**src/rtl/flex_pts_pkg.sv**
```systemverilog
// Shared types and helpers for the flex parallel-to-serial transmitter family.
package flex_pts_pkg;

    typedef enum logic {
        IDLE  = 1'b0,
        SHIFT = 1'b1
    } pts_state_t;

    // Width of a counter that has to index every bit of an n-bit word.
    function automatic int bit_count_w(input int n);
        return $clog2(n);
    endfunction

endpackage

```
**src/rtl/pts_bit_counter.sv**
```systemverilog
// Bit position counter for the PTS shifter.
// Raises terminal while the count sits on the last bit of a word.
module pts_bit_counter
    import flex_pts_pkg::*;
#(
    parameter int NUM_BITS = 8
) (
    input  logic clk,
    input  logic n_rst,
    input  logic clear,
    input  logic enable,
    output logic terminal
);

    localparam int CNT_W = bit_count_w(NUM_BITS);
    localparam logic [CNT_W-1:0] LAST_BIT = CNT_W'(NUM_BITS - 1);

    logic [CNT_W-1:0] count;

    // Clear wins over enable so a word boundary always restarts at bit zero.
    always_ff @(posedge clk or negedge n_rst) begin
        if (!n_rst) begin
            count <= '0;
        end else if (clear) begin
            count <= '0;
        end else if (enable) begin
            count <= count + 1'b1;
        end
    end

    assign terminal = (count == LAST_BIT);

endmodule

```
**src/rtl/flex_pts_tx.sv**
```systemverilog
// Parallel-to-serial transmitter with a valid/ready input, a one-word
// holding buffer and gapless back-to-back word transmission.
module flex_pts_tx
    import flex_pts_pkg::*;
#(
    parameter int   NUM_BITS   = 8,
    parameter logic IDLE_LEVEL = 1'b1
) (
    input  logic                clk,
    input  logic                n_rst,
    input  logic [NUM_BITS-1:0] data_in,
    input  logic                data_valid,
    output logic                data_ready,
    input  logic                msb_first,
    input  logic                shift_strobe,
    output logic                serial_out,
    output logic                busy,
    output logic                word_done
);

    localparam logic ST_IDLE  = logic'(IDLE);
    localparam logic ST_SHIFT = logic'(SHIFT);

    logic                state;
    logic                buf_full;
    logic [NUM_BITS-1:0] buf_data;
    logic [NUM_BITS-1:0] shifter;
    logic                order_msb;
    logic                last_bit;
    logic                accept;
    logic                strobe_shift;
    logic                last_strobe;
    logic                transfer;

    // The buffer can only be written while empty, so accept and transfer never collide.
    assign accept       = data_valid && !buf_full;
    assign strobe_shift = (state == ST_SHIFT) && shift_strobe;
    assign last_strobe  = strobe_shift && last_bit;
    assign transfer     = buf_full && ((state == ST_IDLE) || last_strobe);

    pts_bit_counter #(
        .NUM_BITS (NUM_BITS)
    ) u_bit_counter (
        .clk      (clk),
        .n_rst    (n_rst),
        .clear    (transfer || last_strobe),
        .enable   (strobe_shift),
        .terminal (last_bit)
    );

    // Holding buffer: filled on accept, emptied when the shifter takes the word.
    always_ff @(posedge clk or negedge n_rst) begin
        if (!n_rst) begin
            buf_full <= 1'b0;
            buf_data <= '0;
        end else if (transfer) begin
            buf_full <= 1'b0;
        end else if (accept) begin
            buf_full <= 1'b1;
            buf_data <= data_in;
        end
    end

    // FSM and shifter; a final strobe with a full buffer reloads in the same edge.
    always_ff @(posedge clk or negedge n_rst) begin
        if (!n_rst) begin
            state     <= ST_IDLE;
            shifter   <= '0;
            order_msb <= 1'b1;
        end else if (transfer) begin
            state     <= ST_SHIFT;
            shifter   <= buf_data;
            order_msb <= msb_first;
        end else if (last_strobe) begin
            state     <= ST_IDLE;
            shifter   <= '0;
        end else if (strobe_shift) begin
            if (order_msb) begin
                shifter <= {shifter[NUM_BITS-2:0], 1'b0};
            end else begin
                shifter <= {1'b0, shifter[NUM_BITS-1:1]};
            end
        end
    end

    // Word-done pulse follows the strobe that pushed out the last bit.
    always_ff @(posedge clk or negedge n_rst) begin
        if (!n_rst) begin
            word_done <= 1'b0;
        end else begin
            word_done <= last_strobe;
        end
    end

    assign data_ready = !buf_full;
    assign busy       = (state == ST_SHIFT);
    assign serial_out = (state == ST_SHIFT)
                        ? (order_msb ? shifter[NUM_BITS-1] : shifter[0])
                        : IDLE_LEVEL;

endmodule

```
**config.mk**
```make
export PLATFORM = sky130hd
export DESIGN_NAME = flex_pts_tx
export DESIGN_NICKNAME = d
export VERILOG_FILES = /design/src/rtl/flex_pts_pkg.sv /design/src/rtl/pts_bit_counter.sv /design/src/rtl/flex_pts_tx.sv
export SDC_FILE = /design/constraint.sdc
export NUM_CORES = 1
export LEC_CHECK = 0
export CAP_MARGIN = 25
export CORE_MARGIN = 4
export CORE_UTILIZATION = 45
export DETAILED_ROUTE_END_ITERATION = 10
export PLACE_DENSITY = 0.73
export RECOVER_POWER = 100
export REMOVE_ABC_BUFFERS = 1
export SYNTH_ARGS = -nofsm -noshare
export SYNTH_HDL_FRONTEND = slang
export SYNTH_HIERARCHICAL = 1
export SYNTH_SLANG_ARGS = --single-unit
```
**constraint.sdc**
```tcl
create_clock -name clk -period 2.41 [get_ports clk]
set_input_delay 0.482 -clock clk [delete_from_list [all_inputs] [get_ports clk]]
set_output_delay 0.482 -clock clk [all_outputs]
set_load 0.1 [all_outputs]
```
# Word-level counts from Yosys, hierarchy flattened
# Index checks and enable logic that the tools add are counted.
# W data, S select, Z words.
# totals
in_bits	13
memories	0
output_inout_bits	4
mem_bits_rw	0
wordCells	35
latch_bits	0
regBits	23
mem_bits_ro	0
# classes
n_bitwise	2
n_addsub	1
div_mod_pow	0
multipliers	0
eq_ne	1
n_lt_le_gt_ge	0
n_reduce_logical	12
shifts	0
mux	12
# op_table
op	n
$mux W8	4
$mux W1	6
$mux W3	2
$reduce_bool A2 Y1	3
$logic_and A1 B1 Y1	4
$add A3 B1 Y3 const B	1
$eq A3 B3 Y1 const B	1
$reduce_bool A3 Y1	1
$logic_or A1 B1 Y1	2
$not A1 Y1	2
$reduce_and A2 Y1	1
$logic_not A1 Y1	1

# Longest topological paths before layout
# Gate-level depths: netlist of the first run.
# depth
word_depth	6
mapped_depth	7
mapped_depth_nobuf	6

# Cells and area by module
# The synthesis of the first run kept the hierarchy.
# modules_own_cells
mod	cells_each	area_each_um2	instances
flex_pts_tx	72	957.2	1
pts_bit_counter	11	140.1	1

# Worst setup path after synthesis of the first run
# No wires, ideal clock.
# synth_path
kind	reg-to-output
start	register state (netlist: busy)
end	output serial_out
setup_slack_ns	0.142
path_stages_with_launch	2
arrival_time_ns	1.786
required_ns	1.928
cell_sequence	dfrtp_1 > nand2_1
# synth_via
elab_chain_cells	1
# synth_lines
item	line	source
start: declaration	flex_pts_tx.sv:24	logic state;
start signal: assignment	flex_pts_tx.sv:67	state <= ST_IDLE;
start signal: assignment	flex_pts_tx.sv:71	state <= ST_SHIFT;
start signal: assignment	flex_pts_tx.sv:75	state <= ST_IDLE;
$mux W1	flex_pts_tx.sv:98	? (order_msb ? shifter[NUM_BITS-1] : shifter[0])
end: declaration	flex_pts_tx.sv:16	output logic serial_out,
# Every way passes these cells.

# Worst setup path in the final report of the first run
# layout_path
start	register u_bit_counter.count[0]
end	register shifter[1]
# layout_via
elab_chain_cells	5
elab_cells_between_ends	7
classes_between	1 x eq/ne; 2 x mux; 4 x reduce/logical
# layout_lines
item	line	source
start: declaration	pts_bit_counter.sv:18	logic [CNT_W-1:0] count;
start signal: assignment	pts_bit_counter.sv:27	count <= count + 1'b1;
$eq A3 B3 Y1 (*)	pts_bit_counter.sv:31	assign terminal = (count == LAST_BIT);
via last_bit	flex_pts_tx.sv:29	logic last_bit;
$logic_and A1 B1 Y1 (*)	flex_pts_tx.sv:38	assign last_strobe = strobe_shift && last_bit;
$logic_or A1 B1 Y1	flex_pts_tx.sv:39	assign transfer = buf_full && ((state == ST_IDLE) || last_strobe);
$logic_and A1 B1 Y1	flex_pts_tx.sv:39	
$reduce_bool A3 Y1 (no line) or $mux W8 (tied branches)	-	
end signal: assignment	flex_pts_tx.sv:72	shifter <= buf_data;
end signal: assignment	flex_pts_tx.sv:79	shifter <= {shifter[NUM_BITS-2:0], 1'b0};
end signal: assignment	flex_pts_tx.sv:81	shifter <= {1'b0, shifter[NUM_BITS-1:1]};
end: declaration	flex_pts_tx.sv:27	logic [NUM_BITS-1:0] shifter;
# The timed path passes the listed nets; every way through them passes the cells marked *.
# A chain may end at the register's enable or synchronous reset.

==> reports/metrics.csv, run 1 <==
metric,value,unit
hold_viol,0,
drc,0,
io_pins,17,
slew_violations,0,
leakage,0.000585,uW
drtIter0Drc,8,
cts.path.max_buffers,2,
yosysSeqAreaShare,52.6,%
seq_power_share,48.1,%
min_from,buf_data[5],
gp_congestion,0.818,
synth_edf_count,0,
cp-startpoint,u_bit_counter/count[0],
grt_max_degree,14,
min_period,2.00,ns
h-tree-depth,1,
io_buffers,16,
ys_types,25,
vias,700,
n_antenna_cell,0,
placed_cell_area,1280,um^2
cts-resized-gates,0,
r2r_end,shifter[1],
yosysWarnings,6,
clock_sinks,23,
clk_latency,0.30,ns
syn_to_final_growth,17.1,%
slew_headroom,23.1,%
core-area,2280,um^2
wl_per_cell,14.3,um
vdd_drop_max,742,uV
track_usage,13.0,%
ant_nets,0,
p_sw,520,uW
cts_tree,yes,
drt-total-wl,1.85,mm
gr-total-overflow,0,
finalClockSkew,0.00382,ns
antenna_found_initial,0,
fmax,499,MHz
cts_hold_buf,0,
final_layout_size_suffix_gt1_share,24.8,%
syn_inst,83,
cp.arrival,2.20,ns
r2r_cells,5,
path_max_fanout,11,
design_area,1280,um^2
max_cap_viol_count,0,
rsz0062_at_grt,false,
final_cell_mix,"22 x dfrtp_1, 15 x mux2_2, 10 x clkdlybuf4s50_1",
ys_seq_elements,23,
swShare,36.6,%
reg2reg_from,u_bit_counter/count[0],
die_w,57.4,um
rows,17,
synth.cell_area,1100,um^2
synth-async-reset-ratio,100,%
power.density,1110,nW/um^2
worstPathRequired,2.61,ns
start_util,48.2,%
nFillCells,194,
clock_tree.root_cell,clkbuf_4,
p_clk_share,12.1,%
crit_path_end_kind,flop,
worstSetupPathType,flop to flop,
grt_pass1_vias,724,
hpwl,1.42,mm
fin_nets,117,
whs,0.515,ns
fin_crit_sh,83.1,%
numCtsBuffers,3,
worst_pin_slew,1.16,ns
comb_power_share,39.8,%
reg2reg_slack,0.41,ns
min_path_type,flop to flop,
post_cts_buffers,0,
status,"finished, final reports clean",
endpoint,shifter[1],
synth_flop_cell,dfrtp_1,
drt-vias-per-instance,5.43,
dieArea,3290,um^2
setup_viol,0,
layout_commonest_cell,dfrtp_1,
setup_tns,0,ns
clk_pin_slew,0.12,ns
die_h,57.4,um
syn_avg_cell_area,13.2,um^2
firstDrtPassIters,4,
critPathLaunchType,flop,
internal_power,902,uW
grt_pass1_wl,3.28,mm
-- critical path: stages (launching register included) --
cell	delay [ns]
dfrtp_1	0.41
ha_1	0.21
ha_1	0.24
a21boi_0	0.39
nand2b_4	0.30
mux2_2	0.35
-- per-stage QoR --
| step | utilization [%] | power, uW | std cells | worst slack, ns |
|---|---|---|---|---|
| finish | 56.5 | 1420 | 129 | 0.407 |
| global route | 56.5 | 1530 | 129 | 0.230 |
| CTS | 57.3 | 1450 | 129 | 0.387 |
| detailed placement | 56.1 | 1280 | 125 | 0.369 |
| global placement | 56.1 | 1240 | 125 | 0.430 |
| floorplan | - | 1100 | 79 | 0.142 |
-- Yosys cell counts (2+ instances only) --
master     instances  area, um^2
o2bb2ai_1          6        52.6
mux2_2            15         169
nor3_1             2        10.0
dfrtp_1           22         551
nor2_1             3        11.3
mux2i_1            9        90.1
buf_2              2        10.0
ha_1               2        25.0
nand2_1            4        15.0
buf_6              2        22.5
inv_1              2        7.51
-- how the worst min path moves through the flow --
stage	to	cells after the start
after floorplan	buf_data[0]	0
after global placement	shifter[3]	1
after detailed placement	buf_data[5]	1
after CTS	u_bit_counter/count[2]	1
after global routing	buf_data[3]	1
final	buf_data[5]	1
-- flip-flops by register name (all words and copies together), names as in the netlist --
| name | flops |
|---|---|
| buf_data | 8 |
| order_msb | 1 |
| shifter | 8 |
| buf_full | 1 |
| word_done | 1 |
| u_bit_counter/count | 3 |
| busy | 1 |
-- metal layers --
metal | track usage [%] | up-vias | wire [um]
met2 | 20.6 | 15 | 894
met1 | 15.7 | 348 | 813
met3 | 2.49 | 6 | 87
li1 | - | 331 | -
met5 | 0 | - | 0
met4 | 8.94 | 0 | 53
-- power groups by stage --
stage / sequential [uW] / combinational (uW) / clock (uW)
final: 684 / 565 / 172
after global routing: 712 / 617 / 198
after CTS: 686 / 586 / 183
after detailed placement: 693 / 585 / 0
after global placement: 686 / 559 / 0
after floorplan: 677 / 426 / 0
-- cell type report --
| type | count | area [um^2] | share of cell area (%) |
|---|---|---|---|
| inverter | 2 | 7.51 | 0.584 |
| multi-input combinational | 54 | 477 | 37.1 |
| timing repair buffer | 18 | 161 | 12.6 |
| tap | 28 | 35.0 | 2.73 |
| clock buffer | 3 | 22.5 | 1.75 |
| clock inverter | 1 | 5.00 | 0.389 |
| sequential | 23 | 577 | 44.9 |
-- cells by family after synthesis --
group	count (synthesis)	share of synthesized area, %
AO/OA/AOI/OAI	10	7.98
XOR/XNOR	1	0.798
adder cells (fa/ha/maj)	2	2.28
buffers and inverters	6	3.65
flip-flops	23	52.6
multiplexers	24	23.6
AND/OR/NAND/NOR	17	9.12
Note: power is estimated with default switching activity, not from simulation.
==> inputs of run 2 (changes only) <==
- PLACE_DENSITY: 0.73 -> 0.75
- clock period: 2.41 -> 1.6 ns (I/O delays scaled with it)
==> run 2 against run 1 <==
  * Global-route usage decreased by 0.25 points
  * Total power increased by 57%
  * Core utilization increased by 3.9 points
  * Largest cell class unchanged
  * Die area unchanged
  * Non-clock buffer count increased by 7
  * Critical path type is now flop to output port
  * The flow now finishes with violations (negative setup slack)
  * Count of clock-buffer cells in the layout increased by 1
  * Via count increased by 3.7%
==> reports/metrics.csv, run 2 (synthesis results as in run 1) <==
metric,value,unit
dieArea,3290,um^2
final_cell_mix,"22 x dfrtp_1, 15 x mux2_2, 11 x clkdlybuf4s50_1",
io_buffers,16,
placed_cell_area,1360,um^2
slew_headroom,63.2,%
crit_path_end_kind,output port,
drc,0,
swShare,35.9,%
drtIter0Drc,5,
io_pins,17,
grt_pass1_wl,3.31,mm
reg_top3,"buf_data: 8 flops, shifter: 8 flops, u_bit_counter/count: 3 flops",
power.density,1620,nW/um^2
track_usage,12.7,%
ant_nets,0,
finalWorstSetupSlack,-0.0816,ns
gp_congestion,0.747,
wl_per_cell,13.9,um
reg2reg_from,u_bit_counter/count[0],
die_w,57.4,um
die_h,57.4,um
worst_pin_slew,0.552,ns
worstSetupPathType,flop to output port,
clock_tree.root_cell,clkbuf_4,
cts_tree,yes,
vias,726,
h-tree-depth,1,
violations,negative setup slack,
min_period,1.68,ns
clk_latency,0.30,ns
syn_to_final_growth,25.2,%
internal_power,1430,uW
clk_pin_slew,0.12,ns
leakage,0.000636,uW
path_max_fanout,2,
cp_top_family,flip-flops,
numCtsBuffers,3,
drt-total-wl,1.90,mm
grt_pass1_vias,755,
max_cap_viol_count,0,
firstDrtPassIters,4,
cp-startpoint,order_msb,
hpwl,1.44,mm
finalClockSkew,0.00623,ns
layout_commonest_cell,dfrtp_1,
slew_violations,0,
core-area,2280,um^2
hold_viol,0,
postLayoutCoreUtil,60.4,%
crit_path_top_delay_cell,dfstp_2,
seq_power_share,44.5,%
critPathLaunchType,flop,
cp_cell_sequence,mux2i_1 -> nand2_1 -> buf_12,
comb_power_share,43.8,%
clock_sinks,23,
vdd_drop_max,1050,uV
p_clk_share,11.7,%
antenna_found_initial,0,
rows,17,
setup_viol,11,
status,finished with violations,
cts.path.max_buffers,2,
p_sw,801,uW
fin_nets,125,
fmax,595,MHz
grt_max_degree,24,
start_util,48.2,%
rsz0062_at_grt,true,
n_antenna_cell,0,
min_path_type,input pin to asynchronous set/reset pin,
fin_crit_sh,105,%
worstPathRequired,1.28,ns
final_layout_size_suffix_gt1_share,33.0,%
gr-total-overflow,0,
cp.arrival,1.36,ns
drt-vias-per-instance,5.30,
cts_hold_buf,0,
crit_path_max_incr_delay,0.57,ns
design_area,1370,um^2
cp.buffers_inverters,1,
[run 2: area by class of cell]
class | instances | area (um^2)
multi-input combinational | 55 | 489
clock buffer | 4 | 26.3
timing repair buffer | 25 | 239
sequential | 23 | 577
tap | 28 | 35.0
inverter | 2 | 7.51
fill | 189 | 902
[run 2: worst register-to-register path, delay by kind of cell (launching register included)]
kind                     cells  cell delay (ns)
multiplexers                 1             0.34
AND/OR/NAND/NOR              1             0.21
AO/OA/AOI/OAI                1             0.19
adder cells (fa/ha/maj)      2             0.44
flip-flops                   1             0.40
[run 2: final timing paths]
kind                            cells past startpoint  slack [ns]         end
max in group asynchronous                           2        0.70   order_msb
worst min register to register                      1        0.51  shifter[5]
worst min-delay path                                2        0.51   word_done
min in group clk                                    1        0.52  shifter[5]
worst max-delay path                                3       -0.08  serial_out
worst max register to register                      5       -0.07  shifter[6]
[run 2: power groups by stage]
| stage | Clock, uW | Combinational [uW] | Sequential [uW] |
|---|---|---|---|
| 2_1_floorplan | 0 | 642 | 1020 |
| 3_3_place_gp | 0 | 924 | 1040 |
| 3_5_place_dp | 0 | 959 | 1050 |
| 4_1_cts | 274 | 1030 | 1000 |
| 5_1_grt | 296 | 1070 | 1030 |
| 6_report | 260 | 978 | 993 |
[run 2: per-layer routing]
metal / wire length, um / global-route usage [%] / vias to the layer above
met4: 13 / 5.63 / 0
li1: - / - / 350
met2: 921 / 22.1 / 13
met5: 0 / 0 / -
met1: 899 / 15.2 / 361
met3: 68 / 2.26 / 2
[run 2: stage by stage]
step / hold WS [ns] / instances / TNS [ns] / worst slack (ns) / total power (uW)
after detailed placement: 0.495 / 131 / -0.697 / -0.0926 / 2010
after floorplan: 0.0244 / 79 / -4.39 / -0.506 / 1660
after global routing: 0.540 / 137 / -1.60 / -0.177 / 2400
final: 0.515 / 137 / -0.597 / -0.0816 / 2230
after global placement: 0.488 / 131 / -0.168 / -0.0398 / 1960
after CTS: 0.360 / 137 / -0.281 / -0.107 / 2310
[run 2: what timing repair did]
action | 4_1_cts | 5_1_grt
pin swaps | 1 | 1
gates resized for setup | 2 | 1
endpoints found under the setup margin | 12 | 13
buffers inserted | 1 | 0
gates cloned | 1 | 0
